File: src/rtl/pdua_ctrl_pkg.sv
// Shared constants for the PDUA control unit: FSM state codes, opcodes,
// ALU operation codes and register-bank index helpers.
package pdua_ctrl_pkg;

    localparam logic [3:0] S_CLR   = 4'd0;
    localparam logic [3:0] S_F_MAR = 4'd1;
    localparam logic [3:0] S_F_MEM = 4'd2;
    localparam logic [3:0] S_F_IR  = 4'd3;
    localparam logic [3:0] S_DEC   = 4'd4;
    localparam logic [3:0] S_E_MAR = 4'd5;
    localparam logic [3:0] S_E_RD  = 4'd6;
    localparam logic [3:0] S_E_WB  = 4'd7;
    localparam logic [3:0] S_E_WR  = 4'd8;
    localparam logic [3:0] S_E_WRQ = 4'd9;
    localparam logic [3:0] S_E_ALU = 4'd10;
    localparam logic [3:0] S_E_JMP = 4'd11;
    localparam logic [3:0] S_HALT  = 4'd12;

    localparam int unsigned OPC_NOP = 32'd0;
    localparam int unsigned OPC_LDA = 32'd1;
    localparam int unsigned OPC_STA = 32'd2;
    localparam int unsigned OPC_ADD = 32'd3;
    localparam int unsigned OPC_INC = 32'd4;
    localparam int unsigned OPC_JZ  = 32'd5;
    localparam int unsigned OPC_JN  = 32'd6;
    localparam int unsigned OPC_JMP = 32'd7;

    localparam logic [2:0] ALU_PASS = 3'b000;
    localparam logic [2:0] ALU_INC  = 3'b001;
    localparam logic [2:0] ALU_ADD  = 3'b010;

    // Width-independent control lines, bundled so reset gating is one assignment.
    typedef struct packed {
        logic       mem_req;
        logic       wr_rdn;
        logic       enaf;
        logic [2:0] selop;
        logic [1:0] shamt;
        logic       bank_wr_en;
        logic       sclr;
        logic       ir_en;
        logic       mar_en;
        logic       mdr_en;
        logic       mdr_alu_n;
        logic       halted;
    } ctrl_t;

    // The PC lives in the top bank entry; a word narrower than the bank index yields 0.
    function automatic int unsigned pc_idx(input int unsigned aw, input int unsigned mw);
        int unsigned idx;
        idx = (32'd1 << aw) - 32'd1;
        return (mw >= aw) ? idx : 32'd0;
    endfunction

    function automatic int unsigned acc_idx();
        return 32'd0;
    endfunction

    function automatic int unsigned dptr_idx();
        return 32'd1;
    endfunction

    function automatic int unsigned aux_idx();
        return 32'd2;
    endfunction

endpackage

File: src/rtl/pdua_ctrl.sv
// Hardwired fetch/decode/execute controller for the PDUA datapath with a
// variable-latency memory handshake and conditional branches.
module pdua_ctrl
    import pdua_ctrl_pkg::*;
#(
    parameter int unsigned MAX_WIDTH  = 8,
    parameter int unsigned ADDR_WIDTH = 3,
    parameter int unsigned OP_WIDTH   = 5
) (
    input  logic                  clk,
    input  logic                  rst,
    input  logic [OP_WIDTH-1:0]   out_IR,
    input  logic                  C,
    input  logic                  N,
    input  logic                  P,
    input  logic                  Z,
    input  logic                  mem_ack,
    output logic                  mem_req,
    output logic                  wr_rdn,
    output logic                  enaf,
    output logic [2:0]            selop,
    output logic [1:0]            shamt,
    output logic                  bank_wr_en,
    output logic [ADDR_WIDTH-1:0] BusB_addr,
    output logic [ADDR_WIDTH-1:0] BusC_addr,
    output logic                  sclr,
    output logic                  ir_en,
    output logic                  mar_en,
    output logic                  mdr_en,
    output logic                  mdr_alu_n,
    output logic                  halted
);

    localparam logic [ADDR_WIDTH-1:0] PC_A   = ADDR_WIDTH'(pc_idx(ADDR_WIDTH, MAX_WIDTH));
    localparam logic [ADDR_WIDTH-1:0] ACC_A  = ADDR_WIDTH'(acc_idx());
    localparam logic [ADDR_WIDTH-1:0] DPTR_A = ADDR_WIDTH'(dptr_idx());
    localparam logic [ADDR_WIDTH-1:0] AUX_A  = ADDR_WIDTH'(aux_idx());

    localparam logic [OP_WIDTH-1:0] OP_NOP  = OP_WIDTH'(OPC_NOP);
    localparam logic [OP_WIDTH-1:0] OP_LDA  = OP_WIDTH'(OPC_LDA);
    localparam logic [OP_WIDTH-1:0] OP_STA  = OP_WIDTH'(OPC_STA);
    localparam logic [OP_WIDTH-1:0] OP_ADD  = OP_WIDTH'(OPC_ADD);
    localparam logic [OP_WIDTH-1:0] OP_INC  = OP_WIDTH'(OPC_INC);
    localparam logic [OP_WIDTH-1:0] OP_JZ   = OP_WIDTH'(OPC_JZ);
    localparam logic [OP_WIDTH-1:0] OP_JN   = OP_WIDTH'(OPC_JN);
    localparam logic [OP_WIDTH-1:0] OP_JMP  = OP_WIDTH'(OPC_JMP);
    localparam logic [OP_WIDTH-1:0] OP_HALT = {OP_WIDTH{1'b1}};

    logic [3:0]            state_q;
    logic [3:0]            state_d;
    logic                  take_branch_s;
    ctrl_t                 ctrl_s;
    ctrl_t                 ctrl_gated_s;
    logic [ADDR_WIDTH-1:0] busb_s;
    logic [ADDR_WIDTH-1:0] busc_s;
    logic                  unused_flags_s;

    assign unused_flags_s = C ^ P;

    // State register; synchronous active-low reset parks the FSM in CLR.
    always_ff @(posedge clk) begin
        if (!rst) begin
            state_q <= S_CLR;
        end else begin
            state_q <= state_d;
        end
    end

    // Branch condition is evaluated on the flags present in the jump cycle itself.
    always_comb begin
        take_branch_s = 1'b0;
        if (out_IR == OP_JMP) begin
            take_branch_s = 1'b1;
        end else if (out_IR == OP_JZ) begin
            take_branch_s = Z;
        end else if (out_IR == OP_JN) begin
            take_branch_s = N;
        end else begin
            take_branch_s = 1'b0;
        end
    end

    // Next-state sequencing; memory states advance only on mem_ack.
    always_comb begin
        state_d = state_q;
        case (state_q)
            S_CLR:   state_d = S_F_MAR;
            S_F_MAR: state_d = S_F_MEM;
            S_F_MEM: state_d = mem_ack ? S_F_IR : S_F_MEM;
            S_F_IR:  state_d = S_DEC;
            S_DEC: begin
                case (out_IR)
                    OP_HALT:                 state_d = S_HALT;
                    OP_NOP:                  state_d = S_F_MAR;
                    OP_LDA, OP_STA:          state_d = S_E_MAR;
                    OP_ADD, OP_INC:          state_d = S_E_ALU;
                    OP_JZ, OP_JN, OP_JMP:    state_d = S_E_JMP;
                    default:                 state_d = S_F_MAR;
                endcase
            end
            S_E_MAR: state_d = (out_IR == OP_LDA) ? S_E_RD : S_E_WR;
            S_E_RD:  state_d = mem_ack ? S_E_WB : S_E_RD;
            S_E_WB:  state_d = S_F_MAR;
            S_E_WR:  state_d = S_E_WRQ;
            S_E_WRQ: state_d = mem_ack ? S_F_MAR : S_E_WRQ;
            S_E_ALU: state_d = S_F_MAR;
            S_E_JMP: state_d = S_F_MAR;
            S_HALT:  state_d = S_HALT;
            default: state_d = S_CLR;
        endcase
    end

    // Moore decode of the control lines; only mdr_en on a read sees mem_ack.
    always_comb begin
        ctrl_s = '0;
        busb_s = ACC_A;
        busc_s = ACC_A;
        case (state_q)
            S_CLR: ctrl_s.sclr = 1'b1;
            S_F_MAR: begin
                busb_s            = PC_A;
                busc_s            = PC_A;
                ctrl_s.selop      = ALU_INC;
                ctrl_s.mar_en     = 1'b1;
                ctrl_s.bank_wr_en = 1'b1;
            end
            S_F_MEM, S_E_RD: begin
                ctrl_s.mem_req = 1'b1;
                ctrl_s.mdr_en  = mem_ack;
            end
            S_F_IR: ctrl_s.ir_en = 1'b1;
            S_DEC:  ctrl_s = '0;
            S_E_MAR: begin
                busb_s        = DPTR_A;
                ctrl_s.mar_en = 1'b1;
            end
            S_E_WB: begin
                busc_s            = ACC_A;
                ctrl_s.mdr_alu_n  = 1'b1;
                ctrl_s.bank_wr_en = 1'b1;
            end
            S_E_WR: begin
                busb_s        = ACC_A;
                ctrl_s.selop  = ALU_PASS;
                ctrl_s.mdr_en = 1'b1;
            end
            S_E_WRQ: begin
                ctrl_s.mem_req = 1'b1;
                ctrl_s.wr_rdn  = 1'b1;
            end
            S_E_ALU: begin
                if (out_IR == OP_ADD) begin
                    busb_s       = AUX_A;
                    ctrl_s.selop = ALU_ADD;
                end else begin
                    busb_s       = ACC_A;
                    ctrl_s.selop = ALU_INC;
                end
                busc_s            = ACC_A;
                ctrl_s.bank_wr_en = 1'b1;
                ctrl_s.enaf       = 1'b1;
            end
            S_E_JMP: begin
                if (take_branch_s) begin
                    busb_s            = DPTR_A;
                    busc_s            = PC_A;
                    ctrl_s.selop      = ALU_PASS;
                    ctrl_s.bank_wr_en = 1'b1;
                end else begin
                    busb_s = ACC_A;
                    busc_s = ACC_A;
                end
            end
            S_HALT:  ctrl_s.halted = 1'b1;
            default: ctrl_s = '0;
        endcase
    end

    // Everything reads zero while reset is held, including the CLR strobe.
    always_comb begin
        if (rst) begin
            ctrl_gated_s = ctrl_s;
            BusB_addr    = busb_s;
            BusC_addr    = busc_s;
        end else begin
            ctrl_gated_s = '0;
            BusB_addr    = '0;
            BusC_addr    = '0;
        end
    end

    assign mem_req    = ctrl_gated_s.mem_req;
    assign wr_rdn     = ctrl_gated_s.wr_rdn;
    assign enaf       = ctrl_gated_s.enaf;
    assign selop      = ctrl_gated_s.selop;
    assign shamt      = ctrl_gated_s.shamt;
    assign bank_wr_en = ctrl_gated_s.bank_wr_en;
    assign sclr       = ctrl_gated_s.sclr;
    assign ir_en      = ctrl_gated_s.ir_en;
    assign mar_en     = ctrl_gated_s.mar_en;
    assign mdr_en     = ctrl_gated_s.mdr_en;
    assign mdr_alu_n  = ctrl_gated_s.mdr_alu_n;
    assign halted     = ctrl_gated_s.halted;

endmodule

File: config.mk
export PLATFORM = sky130hd
export DESIGN_NAME = pdua_ctrl
export DESIGN_NICKNAME = d
export VERILOG_FILES = /design/src/rtl/pdua_ctrl_pkg.sv /design/src/rtl/pdua_ctrl.sv
export SDC_FILE = /design/constraint.sdc
export NUM_CORES = 1
export LEC_CHECK = 0
export ABC_AREA = 1
export CAP_MARGIN = 20
export CORE_UTILIZATION = 30
export DETAILED_ROUTE_END_ITERATION = 7
export PLACE_DENSITY = 0.61
export REMOVE_ABC_BUFFERS = 1
export SETUP_SLACK_MARGIN = 0.2
export SYNTH_ARGS = -nofsm -noshare
export SYNTH_HDL_FRONTEND = slang
export SYNTH_SLANG_ARGS = --single-unit
export TNS_END_PERCENT = 1
File: constraint.sdc
create_clock -name clk -period 1.6 [get_ports clk]
set_clock_uncertainty 0.2 [all_clocks]
set_input_delay 0.32 -clock clk [delete_from_list [all_inputs] [get_ports clk]]
set_output_delay 0.32 -clock clk [all_outputs]
set_load 0.02 [all_outputs]
-- Yosys cells after proc, flatten, opt, wreduce, memory -nomap -nowiden
Memories as Yosys holds them, arrays and structs flattened.
Cells that the tools add are included.
- input port bits: 12
- latch bits: 0
- bits in writable memories: 0
- ROM bits: 128
- output and inout bits: 21
- memories kept: 1
- word-level logic and storage cells: 54
- flip-flop bits (word level): 4
- $add $sub $neg: 0
- div/mod/pow operators: 0
- multiply operators: 0
- shift-type cells: 0
- bitwise gates (word level): 0
- $lt $le $gt $ge: 0
- eq/ne operators: 17
- reduce and logical (&&, ||, !) cells: 6
- muxes and demuxes: 29
- memory list (name ; depth ; width ; read ports ; clocked after Yosys merged registers in ; write ports ; RTL line ; text):
    (no name shown) ; 32 ; 4 ; 1 ; 0 ; 0 ; pdua_ctrl.sv:92 ; case (out_IR)
- operators by type and width (cell ; number):
    4-bit one-hot mux with 10 select lines ; 1
    4-bit == test, second input constant ; 5
    4-bit by 3-bit == test with 1-bit output, second input constant ; 4
    5-bit by 3-bit == test with 1-bit output, second input constant ; 3
    1-bit two-way mux ; 15
    15-bit two-way mux ; 1
    3-bit one-hot mux with 2 select lines ; 2
    3-bit one-hot mux with 4 select lines ; 1
    3-bit two-way mux ; 3
    4-bit by 2-bit == test with 1-bit output, second input constant ; 2
    4-bit two-way mux ; 2
    3-bit OR reduction ; 2
    5-bit by 1-bit == test with 1-bit output, second input constant ; 1
    5-bit by 2-bit == test with 1-bit output, second input constant ; 1
    4-bit by 1-bit == test with 1-bit output, second input constant ; 1
    4-bit zero test ; 1
    2-bit two-way mux ; 2
    1-bit one-hot mux with 2 select lines ; 2
    2-bit OR reduction ; 2
    4-bit OR reduction ; 1

-- Longest topological paths before layout
Gate-level depths: netlist of the first run.
- word-level depth: 7
- depth in mapped cells: 10
- depth with buffers taken out: 10

-- Least setup slack after synthesis of the first run
OpenSTA, ideal clock, no wires.
- path kind: register to output
- from: register state_q[2]
- to: output port bank_wr_en
- buffers on the path: 0
- required time: 1.080 ns
- data arrival time: 1.251 ns
- slack: -0.171 ns
- stages on the path, launching flop included: 7
- cell sequence: dfxtp_1 inv_2 nor2_4 nand2_1 nor2_1 nor2_1 nand3_1
- word-level cells in the longest chain between the ends: 4
- elaborated cells between the ends (all ways): 7
- those cells by class: eq/ne (4); mux (2); reduce/logical (1)
- ends and longest elaborated chain (element ; RTL line ; text):
    start, declared ; pdua_ctrl.sv:49 ; logic [3:0] state_q;
    start signal, assigned ; pdua_ctrl.sv:65 ; state_q <= state_d;
    4-bit == test (tied with other cells) ; pdua_ctrl.sv:118 ; case (state_q)
    3-bit OR reduction (no source line) ; n/a ;
    1-bit one-hot mux with 2 select lines (*) ; pdua_ctrl.sv:118 ;
    15-bit two-way mux (*) ; pdua_ctrl.sv:181 ; if (rst) begin
    end, declared ; pdua_ctrl.sv:23 ; output logic bank_wr_en,
Mark *: on every way between the ends. The rest lies on a longest branch, timed or not.

-- Final worst setup path of the first run
- from: register state_q[2]
- to: output port BusB_addr[1]
- word-level cells in the longest chain between the ends: 3
- elaborated cells between the ends (all ways): 6
- those cells by class: eq/ne (4); mux (2)
- ends and longest elaborated chain (element ; RTL line ; text):
    4-bit == test (tied with other cells) ; pdua_ctrl.sv:118 ;
    3-bit one-hot mux with 4 select lines (*) ; pdua_ctrl.sv:118 ;
    3-bit two-way mux (*) ; pdua_ctrl.sv:181 ;
    end, declared ; pdua_ctrl.sv:24 ; output logic [ADDR_WIDTH-1:0] BusB_addr,
Marked as above.

==> flow_summary.json, run 1 <==
{
  "cp_data_arrival_time_ps": 1320,
  "die-height_microns": 48.2,
  "r2r_cells": 8,
  "hold_path.class": "in2reg",
  "synth-edff-count": 0,
  "utilization_pct": 65.5,
  "place_ws_ps": -1120,
  "top_register": "state_q",
  "dr.pass1.iters": 4,
  "switching_share_pct": 44.3,
  "fin_area_sq_mm": 0.00130,
  "ys_top_cells_by_area": "nand2_1 20%, nor2_1 19%, dfxtp_1 13%",
  "power_frac_comb_pct": 70.5,
  "status": "finished with violations",
  "clock_sinks": 4,
  "r2r-end": "state_q[1]",
  "drive_above_1_share_pct": 53.2,
  "drt_iter0_drc": 10,
  "routedWlPerCell_microns": 9.88,
  "syn_avg_cell_area_sq_um": 5.12,
  "ys_types": 19,
  "cts_root_buf": "clkbuf_4",
  "ys_ff_latch": 4,
  "ys_top_cells_by_count": "34 x nand2_1, 32 x nor2_1, 17 x inv_1",
  "hold_viol": 0,
  "netlist_instances": 125,
  "violations": "setup timing",
  "synth_ff_type": "dfxtp_1",
  "grt_max_degree": 7,
  "worstSetupPathType": "reg2out",
  "areaGrowthSynthToFinish_pct": 103,
  "seq_area_frac_synth_pct": 12.5,
  "cp-start-kind": "register",
  "synthArstFlopShare_pct": 0,
  "antenna_left": 0,
  "cts.htree.levels": 1,
  "synth_most_common_cell": "nand2_1",
  "synth_warnings": 0,
  "rows": 16,
  "largest_register_ffs": 4,
  "r2r_slack_ps": 150,
  "yosysTopAreaCell": "nand2_1",
  "peakVddDrop_uv": 400,
  "p_seq_share_pct": 15.9,
  "cp_max_fo": 4,
  "synth.top_cell.area_share_pct": 19.9,
  "drv_slew": 0,
  "grt_pass1_wl_microns": 3280,
  "drc_errors": 0,
  "globalplace.congestion": 0.902,
  "dieArea_sq_mm": 0.00232,
  "n_fill_cell": 171,
  "drv_cap": 0,
  "fmax_mhz": 543,
  "layout_setup_ws_ps": -242,
  "synthesis.area_sq_um": 641,
  "crit_path_end_kind": "output port",
  "internal_power_mw": 0.534,
  "clock_latency_ps": 240,
  "r2r-start": "state_q[0]",
  "rsz0062_at_grt": "yes",
  "wirelength_microns": 2110,
  "via_per_inst": 4.49,
  "grt_pass1_vias": 855,
  "antenna_found_initial": 0,
  "placed_area_sq_mm": 0.00110,
  "finalCritPeriodShare_pct": 115,
  "crit_required_ps": 1080,
  "grt.total_usage_pct": 19.4,
  "total_power_mw": 0.959,
  "reg_top3": "state_q: 4 flops",
  "clockBufferDepth": 2,
  "endpoint": "BusB_addr[1]",
  "hpwlAfterDp_microns": 1540,
  "initial_core_util_pct": 32.3,
  "cts_buffers": 3,
  "fp.coreArea_sq_mm": 0.00198,
  "leakagePower_nw": 0.698,
  "power.density_mw_per_mm2": 739,
  "finalSetupViolCount": 19,
  "switchingPower_mw": 0.425,
  "path_clk_slew_ps": 40,
  "die_x_microns": 48.2,
  "overflow": 0,
  "multi_input_area_sq_um": 558,
  "layout.nets": 204,
  "period_needed_ps": 1840,
  "cts_tree": "done",
  "numPortBuffers": 27,
  "dr_total_vias": 956,
  "insertedDiodeCount": 0,
  "pin_count": 33,
  "clkPwrFrac_pct": 13.5,
  "area.sequential_sq_um": 92.6,
  "startpoint": "state_q[2]"
}
==> power groups by stage <==
| stage | registers (mW) | clock network, mW | logic [mW] |
|---|---|---|---|
| 6_report | 0.153 | 0.130 | 0.677 |
| 5_1_grt | 0.157 | 0.132 | 0.726 |
| 4_1_cts | 0.151 | 0.128 | 0.655 |
| 3_5_place_dp | 0.139 | 0 | 0.540 |
| 3_3_place_gp | 0.140 | 0 | 0.534 |
| 2_1_floorplan | 0.137 | 0 | 0.256 |
==> metal layers <==
| metal | share of wire, % | global-route usage, % |
|---|---|---|
| met1 | 39 | 21.4 |
| met3 | 4.2 | 2.96 |
| met4 | 2.3 | 5.56 |
| met5 | 0 | 0 |
| met2 | 54 | 37.6 |
==> cells by family (layout without fill, tap and decap cells) <==
kind of cell    Yosys count  in the layout  share of synthesized area (%)
simple gates             81             81                           52.3
flops                     4              4                           12.5
other cells               1              3                          0.585
buf+inv                  27             86                           19.9
compound gates            8              8                           6.84
fa+ha+maj                 4              4                           7.81
==> worst min-delay path by stage <==
stage	from	to	slack, ps	depth (start not counted)
finish	out_IR[2]	state_q[0]	450	5
global route	out_IR[2]	state_q[0]	520	5
CTS	out_IR[2]	state_q[0]	440	5
detailed placement	state_q[2]	state_q[0]	620	6
global placement	state_q[1]	state_q[0]	620	6
floorplan	mem_ack	state_q[0]	410	4
==> stage by stage <==
stage	setup TNS, ps	hold WS (ps)	std cells
finish	-2840	448	213
global route	-4000	519	213
CTS	-2610	444	212
detailed placement	-16440	618	201
global placement	-15680	624	201
floorplan	-1440	411	120
==> repair_timing <==
item | CTS | global route
hold buffers | 0 | 0
gates resized for setup | 156 | 6
pin swaps | 20 | 9
buffers inserted | 8 | 1
endpoints found under the setup margin | 22 | 22
==> layout make-up <==
type,instances,share of cell area [%]
multi-input combinational,96,43.0
timing repair buffer,63,39.6
sequential,4,7.13
inverter,20,5.97
tap,27,2.60
clock buffer,3,1.73
==> cells in the final DEF (no fill, tap or decap), types with 2 or more instances in the layout <==
cell type | synthesis | final
nand2_2 | 1 | 6
nor2_4 | 1 | 6
nor2_1 | 32 | 25
buf_4 | 5 | 46
dfxtp_4 | 0 | 3
a21oi_1 | 4 | 3
ha_1 | 4 | 2
nor2_2 | 3 | 5
nor3_4 | 0 | 2
buf_6 | 1 | 9
clkbuf_4 | 0 | 3
dlygate4sd2_1 | 0 | 6
o21ai_2 | 1 | 2
inv_1 | 17 | 11
conb_1 | 1 | 3
nand2_1 | 34 | 28
nand3_1 | 6 | 5
inv_2 | 3 | 8
==> worst max-delay path, stage by stage, from the launching register on <==
cell,delay (ps)
dfxtp_4,360
buf_4,140
nor3_4,200
buf_4,130
nor2_1,30
nor2_1,70
buf_4,140
Power figures use the tool's default switching activity.
==> run 2: changes to the inputs <==
CORE_MARGIN = 2   (was unset)
CORE_UTILIZATION = 39   (was 30)
PLACE_DENSITY = 0.77   (was 0.61)
TNS_END_PERCENT = unset   (was 1)
==> run 2 against run 1 <==
Net effect:
- the flow still finishes with violations (setup timing)
- cell count fell by 8.5%
- power decreased by 3.6%
- setup slack lost 71 ps
==> flow_summary.json, run 2 (synthesized netlist as in run 1, its figures left out) <==
{
  "die-height_microns": 44.5,
  "power.density_mw_per_mm2": 722,
  "finalSetupViolCount": 18,
  "pin_count": 33,
  "globalplace.congestion": 0.877,
  "layout.nets": 197,
  "fin_cells": 195,
  "grt_pass1_wl_microns": 3840,
  "top_register": "state_q",
  "post-place-cells": 183,
  "hold_viol": 0,
  "grt.total_usage_pct": 27.4,
  "violations": "setup timing",
  "startpoint": "state_q[3]",
  "met1_usage_pct": 28.4,
  "crit_path_end_kind": "output port",
  "cp-start-kind": "register",
  "r2r_cells": 9,
  "grt_pass1_vias": 901,
  "r2r-end": "state_q[3]",
  "r2r_slack_ps": 150,
  "numPortBuffers": 27,
  "final_cell_mix": "32 x buf_4, 24 x nor2_1, 24 x nand2_1",
  "largest_register_ffs": 4,
  "fmax_mhz": 523,
  "grt-busiest-layer": "met2",
  "drt_iter0_drc": 23,
  "hpwlAfterDp_microns": 1590,
  "drc_errors": 0,
  "cts_tree": "done",
  "cp_max_fo": 5,
  "r2r-start": "state_q[3]",
  "routedWlPerCell_microns": 13.5,
  "holdBufCountCts": 0,
  "cts.htree.levels": 1,
  "final_common_cell": "buf_4",
  "rows": 14,
  "layout_setup_ws_ps": -313,
  "met3_usage_pct": 5.31,
  "worstSetupPathType": "reg2out",
  "cts_buffers": 3,
  "clock_sinks": 4,
  "crit_required_ps": 1080,
  "multi_input_area_sq_um": 583,
  "fp.coreArea_sq_mm": 0.00152,
  "peakVddDrop_uv": 403,
  "grtUsageMet2_pct": 50.4,
  "wirelength_microns": 2630,
  "initial_core_util_pct": 42.0,
  "clock_latency_ps": 240,
  "antenna_found_initial": 0,
  "drive_above_1_share_pct": 55.9,
  "reg_top3": "state_q: 4 flops",
  "insertedDiodeCount": 0,
  "dieArea_sq_mm": 0.00198,
  "areaGrowthSynthToFinish_pct": 99.8,
  "total_power_mw": 0.924,
  "via_per_inst": 4.95,
  "hold_path.class": "in2reg",
  "setup_tns_ps": -4190,
  "dr.pass1.iters": 5,
  "dr_total_vias": 966,
  "n_fill_cell": 93,
  "clockBufferDepth": 2,
  "path_clk_slew_ps": 40,
  "rsz0062_at_grt": "yes",
  "area.sequential_sq_um": 95.1,
  "cp_data_arrival_time_ps": 1390,
  "leakagePower_nw": 0.680,
  "finalCritPeriodShare_pct": 120,
  "grt_max_degree": 9,
  "drv_slew": 0,
  "drv_cap": 0,
  "period_needed_ps": 1910,
  "overflow": 0,
  "die_x_microns": 44.5,
  "hold_start": "out_IR[2]",
  "endpoint": "BusC_addr[1]",
  "antenna_left": 0,
  "status": "finished with violations",
  "cts_root_buf": "clkbuf_4"
}
==> run 2: changes by cell type in the layout (fill, tap and decap cells not counted), sizes merged <==
cell / change
buf: -7
==> run 2: cell type report <==
cell class | count | area share [%]
Timing Repair Buffer | 56 | 37.4
Sequential cell | 4 | 7.43
Clock buffer | 3 | 1.76
Tap cell | 16 | 1.56
Inverter | 20 | 6.26
Multi-Input combinational cell | 96 | 45.6
==> run 2: critical path, stage by stage (launching register included) <==
cell,delay [ps]
dfxtp_4,370
buf_4,150
nor3_4,240
nand2_2,160
nand2_4,120
buf_6,120
==> run 2: worst min-delay path by stage <==
stage                     cells after the start  slack, ps    endpoint
after floorplan                               4        410  state_q[0]
after global placement                        4        540  state_q[0]
after detailed placement                      4        540  state_q[0]
after CTS                                     4        450  state_q[2]
after global routing                          5        510  state_q[0]
final                                         5        490  state_q[0]
==> run 2: timing repair <==
item	in CTS	in global routing
endpoints found under the setup margin	22	22
resized for setup	155	20
pin swaps	25	23
buffers inserted	5	4
==> run 2: layer usage <==
layer / wire length [microns] / part of all wire [%] / up-vias
li1: - / - / 479
met1: 988 / 38 / 434
met4: 133 / 5.1 / 0
met3: 108 / 4.1 / 14
met2: 1390 / 53 / 39
met5: 0 / 0 / -
==> run 2: metrics by stage <==
step                worst slack [ps]  hold WS (ps)  utilization (%)  instance area [sq um]
finish                          -313           491             84.0                   1280
global route                    -343           512             84.0                   1280
CTS                             -271           455             78.3                   1190
detailed placement             -1060           541             68.0                   1040
global placement               -1010           539             68.0                   1040
floorplan                       -238           411                -                    596
==> run 2: power by group <==
group / switching, mW / internal (mW) / leakage [nW] / total (mW)
Sequential: 0.0374 / 0.125 / 0.0356 / 0.162
Clock: 0.0449 / 0.0841 / 0.0138 / 0.129
Combinational: 0.350 / 0.283 / 0.631 / 0.633
